<file path="config.mk">
export PLATFORM = sky130hd
export DESIGN_NAME = multicycle_cpu
export DESIGN_NICKNAME = d
export VERILOG_FILES = /design/src/rtl/cpu_pkg.sv /design/src/rtl/cpu_regfile.sv /design/src/rtl/multicycle_cpu.sv
export SDC_FILE = /design/constraint.sdc
export NUM_CORES = 1
export LEC_CHECK = 0
export CAP_MARGIN = 10
export CORE_UTILIZATION = 55
export DETAILED_ROUTE_END_ITERATION = 8
export GPL_TIMING_DRIVEN = 0
export PLACE_DENSITY_LB_ADDON = 0.12
export SLEW_MARGIN = 20
export SYNTH_ARGS = -nofsm -noshare
export SYNTH_HDL_FRONTEND = slang
export SYNTH_SLANG_ARGS = --single-unit
</file>
<file path="constraint.sdc">
create_clock -name clk -period 4.5 [get_ports clk]
set_input_delay 0.9 -clock clk [delete_from_list [all_inputs] [get_ports clk]]
set_output_delay 0.9 -clock clk [all_outputs]
set_load 0.05 [all_outputs]
</file>
<file path="src/rtl/cpu_pkg.sv">
// cpu_pkg: shared opcodes, FSM states and instruction field positions for multicycle_cpu
package cpu_pkg;
  typedef enum logic [2:0] {FETCH, DECODE, EXEC, MEM, WB, HALT} state_t;
  localparam logic [3:0] OP_NOP  = 4'h0;
  localparam logic [3:0] OP_ADD  = 4'h1;
  localparam logic [3:0] OP_SUB  = 4'h2;
  localparam logic [3:0] OP_AND  = 4'h3;
  localparam logic [3:0] OP_OR   = 4'h4;
  localparam logic [3:0] OP_XOR  = 4'h5;
  localparam logic [3:0] OP_ADDI = 4'h6;
  localparam logic [3:0] OP_LW   = 4'h7;
  localparam logic [3:0] OP_SW   = 4'h8;
  localparam logic [3:0] OP_BEQ  = 4'h9;
  localparam logic [3:0] OP_JMP  = 4'hA;
  localparam logic [3:0] OP_HALT = 4'hF;
  localparam int OP_LSB  = 28;
  localparam int RD_LSB  = 24;
  localparam int RS_LSB  = 20;
  localparam int RT_LSB  = 16;
  localparam int IMM_W   = 16;
  // Opcodes B..E are the only illegal ones
  function automatic logic is_legal(input logic [3:0] op);
    return op <= OP_JMP || op == OP_HALT;
  endfunction
endpackage

</file>
<file path="src/rtl/cpu_regfile.sv">
// cpu_regfile: NREGS x DATA_W register file, two async reads, one sync write, r0 reads as zero
module cpu_regfile #(
  parameter int DATA_W = 32,
  parameter int NREGS = 8,
  localparam int AW = $clog2(NREGS)
) (
  input  logic              clk,
  input  logic              reset,
  input  logic [AW-1:0]     ra,
  input  logic [AW-1:0]     rb,
  input  logic              we,
  input  logic [AW-1:0]     wa,
  input  logic [DATA_W-1:0] wd,
  output logic [DATA_W-1:0] a,
  output logic [DATA_W-1:0] b
);
  logic [DATA_W-1:0] regs [NREGS];
  // Write port; writes to r0 are dropped so it stays zero
  always_ff @(posedge clk or negedge reset)
    if (!reset) regs <= '{default: '0};
    else if (we && wa != '0) regs[wa] <= wd;
  assign a = ra == '0 ? '0 : regs[ra];
  assign b = rb == '0 ? '0 : regs[rb];
endmodule

</file>
<file path="src/rtl/multicycle_cpu.sv">
// multicycle_cpu: FETCH/DECODE/EXEC/MEM/WB core with req/ready ROM and RAM ports
module multicycle_cpu
  import cpu_pkg::*;
#(
  parameter int DATA_W = 32,
  parameter int ADDR_W = 8,
  parameter int NREGS = 8,
  parameter logic [ADDR_W-1:0] RESET_PC = '0
) (
  input  logic              clk,
  input  logic              reset,
  output logic [ADDR_W-1:0] rom_addr,
  output logic              rom_req,
  input  logic              rom_ready,
  input  logic [31:0]       rom_data,
  output logic [ADDR_W-1:0] ram_addr,
  output logic              ram_req,
  output logic              ram_wren,
  output logic [DATA_W-1:0] ram_wdata,
  input  logic [DATA_W-1:0] ram_rdata,
  input  logic              ram_ready,
  output logic              halted,
  output logic              illegal,
  output logic [31:0]       retired
);
  localparam int RW = $clog2(NREGS);
  state_t state;
  logic [31:0] ir;
  logic [ADDR_W-1:0] pc;
  logic [DATA_W-1:0] res_q, rf_a, rf_b, alu;
  logic [3:0] op;
  logic [DATA_W-1:0] imm_d;
  logic [ADDR_W-1:0] imm_a, pc_inc;
  logic unused_bits;
  assign op = ir[OP_LSB +: 4];
  assign imm_d = DATA_W'($signed(ir[IMM_W-1:0]));
  assign imm_a = ADDR_W'($signed(ir[IMM_W-1:0]));
  assign pc_inc = pc + ADDR_W'(1);
  assign unused_bits = ^{ir[27:16], res_q};
  cpu_regfile #(.DATA_W(DATA_W), .NREGS(NREGS)) u_rf (
    .clk(clk),
    .reset(reset),
    .ra(ir[RS_LSB +: RW]),
    .rb(ir[RT_LSB +: RW]),
    .we(state == WB),
    .wa(ir[RD_LSB +: RW]),
    .wd(res_q),
    .a(rf_a),
    .b(rf_b)
  );
  // ALU; the fall-through add serves ADDI and the LW/SW effective address
  always_comb
    alu = op == OP_ADD ? rf_a + rf_b :
          op == OP_SUB ? rf_a - rf_b :
          op == OP_AND ? rf_a & rf_b :
          op == OP_OR  ? rf_a | rf_b :
          op == OP_XOR ? rf_a ^ rf_b : rf_a + imm_d;
  // Control FSM with PC, result latch, retired counter and sticky illegal flag
  always_ff @(posedge clk or negedge reset)
    if (!reset) begin
      state <= FETCH;
      pc <= RESET_PC;
      ir <= '0;
      res_q <= '0;
      retired <= '0;
      illegal <= 1'b0;
    end else
      case (state)
        FETCH: if (rom_ready) begin
          ir <= rom_data;
          state <= DECODE;
        end
        DECODE: if (!is_legal(op)) begin
          illegal <= 1'b1;
          state <= HALT;
        end else if (op == OP_HALT) begin
          retired <= retired + 32'd1;
          state <= HALT;
        end else state <= EXEC;
        EXEC: begin
          res_q <= alu;
          if (op == OP_LW || op == OP_SW) state <= MEM;
          else if (op == OP_BEQ || op == OP_JMP || op == OP_NOP) begin
            pc <= op == OP_JMP ? imm_a : (op == OP_BEQ && rf_a == rf_b) ? pc_inc + imm_a : pc_inc;
            retired <= retired + 32'd1;
            state <= FETCH;
          end else state <= WB;
        end
        MEM: if (ram_ready) begin
          if (op == OP_LW) begin
            res_q <= ram_rdata;
            state <= WB;
          end else begin
            pc <= pc_inc;
            retired <= retired + 32'd1;
            state <= FETCH;
          end
        end
        WB: begin
          pc <= pc_inc;
          retired <= retired + 32'd1;
          state <= FETCH;
        end
        default: ;
      endcase
  // Requests are gated by reset so they drop the instant reset asserts
  assign rom_req = reset && state == FETCH;
  assign ram_req = reset && state == MEM;
  assign ram_wren = ram_req && op == OP_SW;
  assign rom_addr = pc;
  assign ram_addr = ADDR_W'(res_q);
  assign ram_wdata = rf_b;
  assign halted = state == HALT;
endmodule

</file>
==> results of run 1 <==
==> sequential cells by signal (all words and copies together), names as in the netlist <==
name       flops
res_q         32
u_rf.regs    230
state          3
retired       32
ir            29
illegal        1
rom_addr       8
==> logic make-up (layout without fill, tap and decap cells) <==
| logic type | Yosys count | in the layout | share of synthesized area, % |
|---|---|---|---|
| AO/OA/AOI/OAI | 662 | 662 | 18.7 |
| AND/OR/NAND/NOR | 533 | 533 | 10.3 |
| multiplexers | 417 | 417 | 21.9 |
| flip-flops | 335 | 335 | 34.3 |
| buffers and inverters | 288 | 532 | 4.63 |
| adder cells (fa/ha/maj) | 139 | 139 | 7.24 |
| XOR/XNOR | 81 | 81 | 2.90 |
==> cell usage in the layout, fill, tap and decap left out, types with 26 or more instances in the layout <==
| cell | count |
|---|---|
| a22o_1 | 36 |
| inv_1 | 100 |
| o21ai_0 | 101 |
| buf_4 | 44 |
| nand3_1 | 46 |
| dfrtp_1 | 331 |
| a21oi_1 | 132 |
| clkbuf_16 | 43 |
| a21o_1 | 31 |
| nand2_1 | 160 |
| clkdlybuf4s50_1 | 148 |
| xor2_1 | 26 |
| nor2_1 | 133 |
| nor3_1 | 42 |
| clkbuf_1 | 85 |
| xnor2_1 | 54 |
| a22oi_1 | 34 |
| o21a_1 | 35 |
| mux2_2 | 306 |
| mux4_2 | 64 |
| ha_1 | 125 |
==> path summary, 6_finish.rpt <==
check                                 endpoint  cells past startpoint
worst max register to register       res_q[22]                     17
worst max-delay path                 res_q[22]                     17
max in group asynchronous       u_rf.regs[125]                      4
min in group clk                u_rf.regs[235]                      1
worst min-delay path                     ir[2]                      1
worst min register to register  u_rf.regs[235]                      1
==> cell type report <==
| cell class | count | share of cell area (%) |
|---|---|---|
| well taps | 585 | 2.48 |
| plain buffers | 166 | 3.51 |
| repair buffers | 188 | 6.48 |
| flip-flops and latches | 335 | 28.4 |
| inverters | 111 | 1.42 |
| clock inverters | 15 | 0.657 |
| multi-input cells | 1832 | 53.4 |
| clock buffers | 52 | 3.60 |
==> metal layers <==
metal	routed length, um	track usage, %	vias up
met5	13	0	-
met4	5320	21.2	2
met3	9620	8.12	300
met2	42300	64.1	1351
met1	36900	54.9	11000
li1	-	-	9543
==> per-stage QoR <==
step / setup WS (ns) / util, %
3_5_place_dp: -2.13 / 61.6
6_report: -0.117 / 67.9
4_1_cts: 0.000738 / 66.5
3_3_place_gp: -11.87 / 61.4
5_1_grt: -0.109 / 67.9
2_1_floorplan: -0.00793 / -
==> what timing repair did <==
action                                  CTS  global route
hold buffers                              0             0
gates cloned                              0             2
endpoints found under the setup margin   74            29
pin swaps                                 8            21
setup buffers                            16            17
resized for setup                       218           129
==> metrics, run 1 <==
HPWL after DPL 69100 um; post-route setup slack -0.117 ns; Final #Nets about 2900; CTS buffer count 38; Worst Tran Pin Value roughly 1.2 ns; min Tclk post-route 4.62 ns; worst setup path class reg2reg; TritonCTS clock tree done; asr flop ratio synth 100%; initial core utilization a little under three fifths; Top FF cell, synth dfrtp_1; Buffers & Inverters on Critical Path 3; Synth Warn # 0; CP Capture Type register; CP top delay family compound AO/OA/AOI/OAI gates; clock sink total approximately 340; Routed WL per cell between 20 and 30 um; Post-Syn Nets ~2700; sequential cell area fraction in the yosys report between 30% and 40%; GRT Util Overall between 40% and 50%; Final TNS setup -0.145 ns; post-route DRC violation count 0; endpoints failing setup 3; Slew headroom 18.6%; post-synth top area share around a third; Crit path required time 4.97 ns; Multi-input gate area 0.0158 mm^2; Mapped Area between 0.02 and 0.025 mm^2; Die Span Y about 210 um; cells after synthesis 2455; worst r2r src ir[16]; CP peak stage delay approximately 0.53 ns; post-route ant nets 0; Core Rows between 70 and 80; failing checks setup timing; Final Hold Viols 0; count leader, synth dfrtp_1; Max Cap Viol 0; Yosys top cell by area dfrtp_1; H-tree Lvls 2; Critical Path Start Type register; CTS Root Cell clkbuf_16; vias post-DR 22200; Core Area approximately 0.043 mm^2; Clock Skews between 0.03 and 0.04 ns; EDFF count, synth 0; Die Wd 213 um; DRT iter0 DRCs ~2700; dpl cell area roughly 0.027 mm^2; Tcrit/Tclk final 103%; Detailed Route WL between 90000 and 100000 um; reg2reg setup slack -0.12 ns; storage element area approximately 0.0084 mm^2; design area roughly 0.030 mm^2; Slew Viols, Final 0; first-pass GRT wire length 136000 um; Antenna diodes 0; vias in the first global route about 21000; grt total ovfl 0; unrepaired setup endpoints after global routing yes; PortBufs 149; worst min path class in2async; crit path from ir[16]; IO Pins between 150 and 200; die footprint about 0.045 mm^2; largest cells by area after synthesis dfrtp_1, mux2_2, ha_1; final non-filler cell total between 3000 and 4000; Layout fillers between 3000 and 4000; DR vias/cell ~6.8; Seq cells post-synth approximately 340; RePlAce Congestion between 1 and 1.5; unique cell type count in the Yosys netlist 83; Fin Hold WS between 0.2 and 0.25 ns; Initial DRT Pass Iterations 5; Arr. time, crit path slightly above 5 ns; share of cells above drive strength 1 between 20 and 30%; Slowest-stage cell, CP dfrtp_2; outcome finished with violations; CTS max path bufs 3; clk_lat worst skew approximately 0.6 ns; synth cell count leaders dfrtp_1, mux2_2, nand2_1, a21oi_1, nor2_1; FMAX ~220 MHz; Area Growth Syn to Fin 20.8%; Cells after DPL between 3000 and 4000; Syn Area/Cell between 9 and 10 um^2; initial antenna violation count 2; clk slew on worst S/H paths 0.06 ns; largest net degree at the start of global routing 99; crit path cell chain clkbuf_4, mux2_2, a22oi_1, o21a_2, clkinvlp_4, ha_1, inv_1, fa_1, nor2b_2, o2111ai_2, a21o_1, a21oi_2, o21ai_1, o22ai_1, o21bai_1, o211ai_1, a22o_1; Max FO, Critical Path 10
Power of run 1 is left out: the tool's default activity adds up to more than one toggle a clock period on the data nets, which glitch-free logic cannot reach.
==> inputs of run 2 (changes only) <==
- SLEW_MARGIN: 20 -> not set
==> metrics, run 2 (synthesis results as in run 1) <==
Final Hold Viols 0; initial core utilization between 50% and 60%; Die Wd between 200 and 250 um; Slew Viols, Final 0; Worst Reg-to-Reg Cells 16; failing checks capacitance limit, setup timing; fin util 68.6%; clock sink total 335; Arr. time, crit path just over 5 ns; Die Span Y roughly 210 um; vias in the first global route 21600; DRT iter0 DRCs roughly 2800; Critical Path Start Type register; crit path from ir[17]; design area roughly 0.030 mm^2; most frequent cells in the layout dfrtp_1, mux2_2, nand2_1, clkdlybuf4s50_1; post-route DRC violation count 0; PortBufs between 100 and 150; TritonCTS clock tree done; grt total ovfl 0; GRT Util Overall between 40% and 50%; largest net degree at the start of global routing roughly 130; Max FO, Critical Path 10; commonest non-fill, non-tap cell in the layout dfrtp_1; Clock Skews roughly 0.037 ns; outcome finished with violations; initial antenna violation count 3; critical path's most frequent cell buf_4; worst setup path class reg2reg; Slowest-stage cell, CP a221o_1; Tcrit/Tclk final 102%; Initial DRT Pass Iterations 6; Crit path required time about 5 ns; endpoints failing setup 3; Antenna diodes 0; crit path cell chain buf_4, buf_4, clkbuf_4, a22oi_1, o21a_2, ha_1, buf_6, nor2_2, a211o_1, a21o_4, a211oi_4, o21ai_2, a221o_1, a2111oi_4, nor3b_2, o311ai_2; HPWL after DPL roughly 69000 um; worst min path class in2async; H-tree Lvls 2; Worst Tran Pin Value approximately 1.5 ns; Max Cap Viol 1; Crit Reg-Reg Endpoint res_q[23]; Routed WL per cell 28.9 um; unrepaired setup endpoints after global routing yes; IO Pins between 150 and 200; worst r2r src ir[17]; largest reg by FF count u_rf.regs; Detailed Route WL ~95000 um; Area Growth Syn to Fin 22.1%; Final #Nets 2891; max reg flops 230; Slew headroom approximately 1.7%; clk slew on worst S/H paths 0.06 ns; FMAX about 220 MHz; Core Area 0.0435 mm^2; Core Rows 76; RePlAce Congestion between 1 and 1.5; Hold Buf Count CTS 0; clk_lat worst skew 0.59 ns; vias post-DR between 20000 and 25000; CP peak stage delay slightly above 0.4 ns; share of cells above drive strength 1 26.5%; CTS buffer count 38; CP Capture Type register; CTS max path bufs 3; Layout fillers approximately 3300; die footprint ~0.045 mm^2; first-pass GRT wire length 137000 um; post-route ant nets 0; Fin Hold WS about 0.40 ns; dpl cell area about 0.027 mm^2; reg2reg setup slack -0.10 ns; Place WS -2.14 ns; Largest regs u_rf.regs: 230 flops, res_q: 32 flops, retired: 32 flops; DR vias/cell slightly below 7; post-route setup slack -0.101 ns; CTS Root Cell clkbuf_16; min Tclk post-route roughly 4.6 ns
[run 2: changes by cell type in the layout (fill, tap and decap cells not counted), sizes merged]
cell    delta
buf       +13
clkbuf     +3
clkinv     -3
[run 2: critical path: cells and delay by family (launching register included)]
| kind | cells | cell delay [ns] |
|---|---|---|
| DFF | 1 | 0.40 |
| and+or+nand+nor | 2 | 0.16 |
| buffers and inverters | 4 | 1.00 |
| AOI/OAI and AO/OA | 9 | 2.56 |
| adders and majority gates | 1 | 0.33 |
[run 2: layout make-up]
| class | instances | area, um^2 | area share [%] |
|---|---|---|---|
| Clock buffer | 56 | 1130 | 3.79 |
| Sequential cell | 335 | 8390 | 28.1 |
| Inverter | 111 | 423 | 1.42 |
| Clock inverter | 12 | 179 | 0.600 |
| Tap cell | 585 | 732 | 2.46 |
| Multi-Input combinational cell | 1832 | 16000 | 53.5 |
| Timing Repair Buffer | 200 | 1970 | 6.61 |
| Buffer | 166 | 1030 | 3.47 |
[run 2: through the flow]
stage / cells / setup TNS (ns)
after global routing: 3297 / -0.886
final: 3297 / -0.185
after CTS: 3273 / 0
after detailed placement: 3191 / -64.77
after floorplan: 2455 / -0.00793
after global placement: 3189 / -4048.19
[run 2: worst max-delay path by stage]
| stage | slack (ns) | to |
|---|---|---|
| after detailed placement | -2.14 | res_q[22] |
| after global routing | -0.18 | res_q[31] |
| after floorplan | -0.008 | res_q[26] |
| final | -0.10 | res_q[23] |
| after global placement | -11.87 | u_rf.regs[27] |
| after CTS | 0.005 | res_q[31] |
[run 2: per-layer routing]
metal | wire length, um | part of all wire [%] | track usage (%)
met2 | 42500 | 45 | 63.7
met4 | 5650 | 5.9 | 21.8
met1 | 37400 | 39 | 54.6
met5 | 0 | 0 | 0
met3 | 9690 | 10 | 8.68
[run 2: repair_timing]
action | CTS | global route
pin swaps | 17 | 35
resized for setup | 227 | 151
cloned | 0 | 1
endpoints found under the setup margin | 74 | 28
buffers inserted | 21 | 27
Power of run 2 is left out for the same reason.
